==> config.mk <==
export PLATFORM = sky130hd
export DESIGN_NAME = spart_transmitter
export DESIGN_NICKNAME = d
export VERILOG_FILES = /design/src/rtl/spart_transmitter.sv
export SDC_FILE = /design/constraint.sdc
export NUM_CORES = 1
export LEC_CHECK = 0
export CAP_MARGIN = 40
export CELL_PAD_IN_SITES_DETAIL_PLACEMENT = 1
export CELL_PAD_IN_SITES_GLOBAL_PLACEMENT = 1
export CORE_AREA = 10 10 66 68
export DETAILED_ROUTE_END_ITERATION = 12
export DIE_AREA = 0 0 76 78
export DONT_BUFFER_PORTS = 1
export PLACE_DENSITY_LB_ADDON = 0.1
export SETUP_SLACK_MARGIN = 0.15
export SLEW_MARGIN = 20
export SYNTH_ARGS = -nofsm -noshare
export SYNTH_HDL_FRONTEND = slang
export SYNTH_SLANG_ARGS = --single-unit
==> constraint.sdc <==
create_clock -name clk -period 1.75 [get_ports clk]
set_clock_uncertainty 0.15 [all_clocks]
set_input_delay 0.175 -clock clk [delete_from_list [all_inputs] [get_ports clk]]
set_output_delay 0.175 -clock clk [all_outputs]
set_load 0.01 [all_outputs]
==> src/rtl/spart_transmitter.sv <==
// SPART transmit half: one-byte holding buffer feeding a frame shifter paced by the baud enable.
// Optional build macro SPART_TX_PARITY_EN adds an even-parity bit between the MSB and the stop bit.
module spart_transmitter #(
    parameter int DATA_W = 8
) (
    input  logic              clk,
    input  logic              rst_n,
    input  logic              iocs,
    input  logic              iorw,
    input  logic [1:0]        ioaddr,
    input  logic [DATA_W-1:0] tx_data,
    input  logic              enable,
    output logic              txd,
    output logic              tbr,
    output logic              tx_busy,
    output logic              dbg_state
);

`ifdef SPART_TX_PARITY_EN
    localparam int FRAME_LEN = DATA_W + 3;
`else
    localparam int FRAME_LEN = DATA_W + 2;
`endif
    localparam int CNT_W = $clog2(FRAME_LEN + 1);

    localparam logic [0:0] IDLE = 1'b0;
    localparam logic [0:0] XMIT = 1'b1;

    logic [0:0]           r_state;
    logic [DATA_W-1:0]    r_hold;
    logic                 r_hold_valid;
    logic                 r_tbr;
    logic [FRAME_LEN-1:0] r_shift;
    logic [CNT_W-1:0]     r_cnt;
    logic                 r_txd;
    logic                 r_busy;

    logic                 w_wr_accept;
    logic                 w_load;
    logic [FRAME_LEN-1:0] w_frame;
    logic [0:0]           w_state_nxt;
    logic [FRAME_LEN-1:0] w_shift_nxt;
    logic [CNT_W-1:0]     w_cnt_nxt;
    logic                 w_busy_nxt;
    logic                 w_hold_valid_nxt;
    logic                 w_txd_nxt;

    // Bus write handshake: a write is taken only when iocs && !iorw && ioaddr==0 while
    // tbr=1; with tbr=0 the byte is dropped, the bus is never stalled.
    assign w_wr_accept = iocs && !iorw && (ioaddr == 2'b00) && r_tbr;

    // In XMIT the counter is never 0, so cnt==1 marks the end of the stop bit.
    assign w_load = r_hold_valid && enable && ((r_state == IDLE) || (r_cnt == CNT_W'(1)));

`ifdef SPART_TX_PARITY_EN
    assign w_frame = {1'b1, ^r_hold, r_hold, 1'b0};
`else
    assign w_frame = {1'b1, r_hold, 1'b0};
`endif

    always_comb begin
        w_state_nxt = r_state;
        w_shift_nxt = r_shift;
        w_cnt_nxt   = r_cnt;
        w_busy_nxt  = r_busy;
        if (w_load) begin
            w_state_nxt = XMIT;
            w_shift_nxt = w_frame;
            w_cnt_nxt   = CNT_W'(FRAME_LEN);
            w_busy_nxt  = 1'b1;
        end else if ((r_state == XMIT) && enable) begin
            w_shift_nxt = {1'b1, r_shift[FRAME_LEN-1:1]};
            if (r_cnt == CNT_W'(1)) begin
                w_state_nxt = IDLE;
                w_cnt_nxt   = '0;
                w_busy_nxt  = 1'b0;
            end else begin
                w_cnt_nxt = r_cnt - CNT_W'(1);
            end
        end
    end

    always_comb begin
        w_hold_valid_nxt = r_hold_valid;
        if (w_load) begin
            w_hold_valid_nxt = 1'b0;
        end else if (w_wr_accept) begin
            w_hold_valid_nxt = 1'b1;
        end
    end

    // txd is registered from the post-edge frame so the start bit appears on the loading edge.
    assign w_txd_nxt = (w_state_nxt == XMIT) ? w_shift_nxt[0] : 1'b1;

    always_ff @(posedge clk or negedge rst_n) begin
        if (!rst_n) begin
            r_state      <= IDLE;
            r_hold       <= '0;
            r_hold_valid <= 1'b0;
            r_tbr        <= 1'b1;
            r_shift      <= '1;
            r_cnt        <= '0;
            r_txd        <= 1'b1;
            r_busy       <= 1'b0;
        end else begin
            r_state      <= w_state_nxt;
            r_shift      <= w_shift_nxt;
            r_cnt        <= w_cnt_nxt;
            r_busy       <= w_busy_nxt;
            r_hold_valid <= w_hold_valid_nxt;
            r_tbr        <= !w_hold_valid_nxt;
            r_txd        <= w_txd_nxt;
            if (w_wr_accept) begin
                r_hold <= tx_data;
            end
        end
    end

    assign txd       = r_txd;
    assign tbr       = r_tbr;
    assign tx_busy   = r_busy;
    assign dbg_state = r_state;

endmodule

; ---- After elaboration in Yosys (flattened, before gate mapping)
; Index checks and enable logic that the tools add are counted.
; W data, S select, Z words.
[word_totals]
wordCells = 39
ff_bits = 27
out_inout_bits = 4
[op_classes]
bitwise = 1
eq_ne = 1
n_mux = 14
n_addsub = 1
reduce_logical = 13
[ops]
columns = op, count
row1 = $mux W10, 2
row2 = $mux W4, 3
row3 = $mux W1, 9
row4 = $logic_and A1 B1 Y1, 6
row5 = $eq A4 B1 Y1 const B, 1
row6 = $reduce_bool A2 Y1, 2
row7 = $sub A4 B1 Y4 const B, 1
row8 = $logic_not A1 Y1, 2
row9 = $logic_not A2 Y1, 1
row10 = $reduce_and A2 Y1, 1
row11 = $logic_or A1 B1 Y1, 1
row12 = $not A1 Y1, 1

; ---- Depth between registers and ports, before layout
; Gate-level depths: netlist of the first run.
[depth]
depth_word = 7
mapped_depth = 6
depth_no_buf = 5

; ---- Worst setup path after synthesis of the first run
; OpenSTA, ideal clock, no wires.
[synth_timing]
path_type = register to register
startpoint = register r_cnt[0]
endpoint = register r_cnt[3]
arrival_ns = 1.378
required_ns = 1.473
path_stages_with_launch = 6
path_slack_ns = 0.095
setup_ns = 0.127
path_buffers = 1
path_cell_list = dfrtp_1 ha_1 nor3b_4 o21ba_1 buf_6 a311o_2
[synth_between]
elab_chain_cells = 4
elab_cells_between_ends = 8
cone_classes = 1 x add/sub / 1 x eq/ne / 3 x mux / 3 x reduce/logical
[synth_lines]
columns = element, line
row1 = "start, declared", 34  ; logic [CNT_W-1:0] r_cnt;
row2 = "start signal, assigned", 108  ; r_cnt <= w_cnt_nxt;
row3 = $sub A4 B1 Y4 / $eq A4 B1 Y1 (equally long branches), "78, 53, 73"
row4 = $mux W4 / $logic_or A1 B1 Y1 (equally long branches), "73, 53"
row5 = $mux W4 / $logic_and A1 B1 Y1 (equally long branches), "71, 53"
row6 = $mux W4 / $reduce_bool A2 Y1 (equally long branches), n/a
; Parallel ways exist; a longest one is shown, timed or not. The select of a mux whose other input is x is not followed.
; A chain may end at the register's enable or synchronous reset.

; ---- Worst setup path in the final report of the first run
[layout_timing]
startpoint = register r_cnt[0]
endpoint = register r_shift[1]
[layout_between]
elab_chain_cells = 4
elab_cells_between_ends = 5
cone_classes = 1 x eq/ne / 1 x mux / 3 x reduce/logical
[layout_lines]
columns = element, line
row1 = $eq A4 B1 Y1 *, 53  ; assign w_load = r_hold_valid && enable && ((r_state == IDLE) || (r_cnt == CNT_W'(1)));
row2 = $logic_or A1 B1 Y1 *, 53
row3 = $logic_and A1 B1 Y1 *, 53
row4 = $mux W10 / $reduce_bool A2 Y1 (equally long branches), n/a
row5 = "end signal, assigned", 107  ; r_shift <= w_shift_nxt;
row6 = "end, declared", 33  ; logic [FRAME_LEN-1:0] r_shift;
; Mark *: on every way between the ends. The rest lies on a longest branch, timed or not.

==> results.toml, run 1 <==
[power_and_ir_drop]
power.switching_mw = 0.734
swShare_pct = 32.5
comb_power_share_pct = 34.2
pwr-share-seq_pct = 53.9
internal_power_mw = 1.52
ir_drop_mv = 0.529
cellPowerDensity_nw_per_um2 = 1440
p_clk_share_pct = 11.9
leakage_nw = 0.660

[timing]
slew_headroom_pct = 77.5
layout_min_cycle_time_ns = 1.70
fin_crit_sh_pct = 97.1
rsz0062_at_grt = "yes"
maxSlewViolCount = 0
fmax_mhz = 589
fin_ws_ns = 0.0510
tightest_slew_ns = 0.337
finalSetupViolCount = 0
hold_violations = 0
setup-tns-final_ns = 0
timing.hold.ws_ns = 0.0641

[grt]
gr-total-overflow = 0
antenna_found_initial = 0
grt_pass1_vias = 978
grt_start_max_net_pins = 28
globalRouteTotalUtil_pct = 9.83
grt_first_pass_wirelength_mm = 4.81

[finish]
nets = 138
diodes = 0
num-fill-cells = 332
syn_to_final_growth_pct = 28.5
drive_gt1_share_pct = 41.7

[floorplan]
ios = 19
die_area_um2 = 5930
start_util_pct = 38.4
die_y_um = 78
die_w_um = 76
coreArea_um2 = 3180
rows = 21

[placed_design]
place.gp.congestion = 0.767
numPortBuffers = 0
hpwl_mm = 1.94
pre_cts_ws_ns = 0.0385

[critical_path]
cp.required_ns = 1.86
ff2ff_path_depth = 5
reg2reg_from = "r_cnt[0]"
ff2ff_setup_slack_ns = 0.05
path_max_fanout = 5
critPathCaptureType = "register"
cp.arrival_ns = 1.81
crit_type = "reg -> reg"
start_kind = "register"
r2r-end = "r_shift[1]"

[routing]
route.detailed.drc = 0
routed-via-count = 859
detail-route-antenna-nets = 0
wl_per_cell_um = 16.8
dr.pass1.iters = 4
wirelength_mm = 2.78
via_per_inst = 5.17
drtIter0Drc = 36

[clocking]
clkSinkCount = 27
insertion_delay_ns = 0.32
numCtsBuffers = 3
clock_path_buffers = 2
cts-root-buf = "clkbuf_4"
cts_max_level = 1
cts_tree = "done"
clk_pin_slew_ns = 0.15

[logic_synthesis]
ys_warn_count = 0
synth_seq_cells = 27
synth_top_cell_area_share_pct = 30.7
syn_nets = 115
syn_avg_cell_area_um2 = 12.5
ys_top_cells_by_area = "dfrtp_1 31%, dfstp_2 26%, mux2_2 7.4%"
synth_cell_types = 32
ys_seq_area_share_pct = 56.6
yosys.area.top_type = "dfrtp_1"
netlist_area_um2 = 1220
syn_inst = 98

[worst_hold_path]
worstHoldEndpoint = "r_cnt[2]"
holdPathStages = 3
hp-start = "enable"
hp-class = "in -> reg"

[status]
status = "finished clean"

[flow_run]
maxCapViolCount = 0
-- cell usage after synthesis (all sizes together) --
cell and instances:
nand2b 2, nor3 1, mux2 8, nand2 5
o21ai 3, ha 2, o21a 2, a22o 1
o22ai 3, nand3 1, a31oi 1, buf 5
nor3b 1, inv 4, nand4bb 1, dfrtp 15
or3 1, a21oi 5, a221o 8, a311o 1
o21ba 1, nand3b 1, nor2 3, and2 8
a21boi 1, and4b 1, dfstp 12, o21bai 1
-- cell families (layout without fill, tap and decap cells) --
group                    after synthesis  count (layout)  synth area share, %
adder cells (fa/ha/maj)                2               2                 2.05
AND/OR/NAND/NOR                       25              25                 12.9
multiplexers                           8               8                 7.38
buffers and inverters                  9              31                 3.79
flip-flops                            27              27                 56.6
AO/OA/AOI/OAI                         27              27                 17.3
-- state kept, by name, indices dropped and copies added (netlist names) --
name / count
r_hold: 8
txd: 1
r_hold_valid: 1
tbr: 1
r_shift: 10
r_cnt: 4
dbg_state: 1
tx_busy: 1
-- power by group through the flow --
| stage | Clock, mW | Combinational (mW) | Sequential (mW) |
|---|---|---|---|
| final | 0.268 | 0.772 | 1.22 |
| after global placement | 0 | 0.622 | 1.21 |
| after CTS | 0.283 | 0.743 | 1.22 |
| after floorplan | 0 | 0.517 | 1.14 |
| after detailed placement | 0 | 0.637 | 1.23 |
| after global routing | 0.314 | 0.862 | 1.25 |
-- per-layer routing --
layer  vias to the layer above  global-route usage (%)  routed length (um)
met2                        11                    16.2                1450
met1                       442                    12.0                1200
met3                         4                    2.53                 108
met4                         0                    3.79                  23
met5                         -                       0                   0
li1                        402                       -                   -
-- layout make-up --
type | count | area (um2) | area share, %
clock buffers | 3 | 22.5 | 1.44
clock inverters | 1 | 5.00 | 0.319
multi-input cells | 62 | 527 | 33.6
well taps | 46 | 57.6 | 3.67
repair buffers | 23 | 251 | 16.0
inverters | 4 | 15.0 | 0.957
flip-flops and latches | 27 | 691 | 44.0
-- placed cells by master, fill, tap and decap left out, drive strengths merged, types with 4 or more instances in the layout --
cell / instances
a21oi: 5
buf: 12
dlygate4sd3: 10
nand2: 5
dfstp: 12
dfrtp: 15
clkbuf: 4
inv: 4
a221o: 8
and2: 8
mux2: 8
-- worst max path at each step --
stage,endpoint,slack (ns),startpoint
5_1_grt,r_cnt[1],0.006,r_cnt[1]
2_1_floorplan,r_cnt[3],0.13,r_cnt[0]
6_report,r_shift[1],0.05,r_cnt[0]
3_3_place_gp,r_shift[1],0.07,r_cnt[1]
3_5_place_dp,r_shift[1],0.04,r_cnt[1]
4_1_cts,r_shift[1],0.06,r_cnt[0]
-- critical path: stages (launching register included) --
cell and delay, ns:
dfrtp_1 0.45, ha_4 0.18, nor3b_4 0.17, o21ba_4 0.21, buf_6 0.12, a221o_2 0.37
-- timing repair --
item | in CTS | in global routing
hold endpoints to repair | 41 | 0
setup buffers | 3 | 0
resized for setup | 7 | 6
pin swaps | 6 | 5
hold buffers | 11 | 0
cloned | 0 | 1
endpoints found under the setup margin | 14 | 18
-- through the flow --
stage	cell area [um2]	cells	power, mW	utilization (%)
after floorplan	1220	98	1.65	-
after global placement	1320	147	1.84	41.6
after detailed placement	1320	147	1.86	41.6
after CTS	1530	165	2.24	48.0
after global routing	1570	166	2.43	49.4
final	1570	166	2.26	49.4
Note: power is estimated with default switching activity, not from simulation.
==> run 2, diff against run 1 <==
--- a/config.mk
+++ b/config.mk
@@ -14,7 +14,6 @@
 export DONT_BUFFER_PORTS = 1
 export PLACE_DENSITY_LB_ADDON = 0.1
 export SETUP_SLACK_MARGIN = 0.15
-export SLEW_MARGIN = 20
 export SYNTH_ARGS = -nofsm -noshare
 export SYNTH_HDL_FRONTEND = slang
 export SYNTH_SLANG_ARGS = --single-unit
==> results of run 2 <==
Final layout, timing and power as in run 1 (identical DEF).
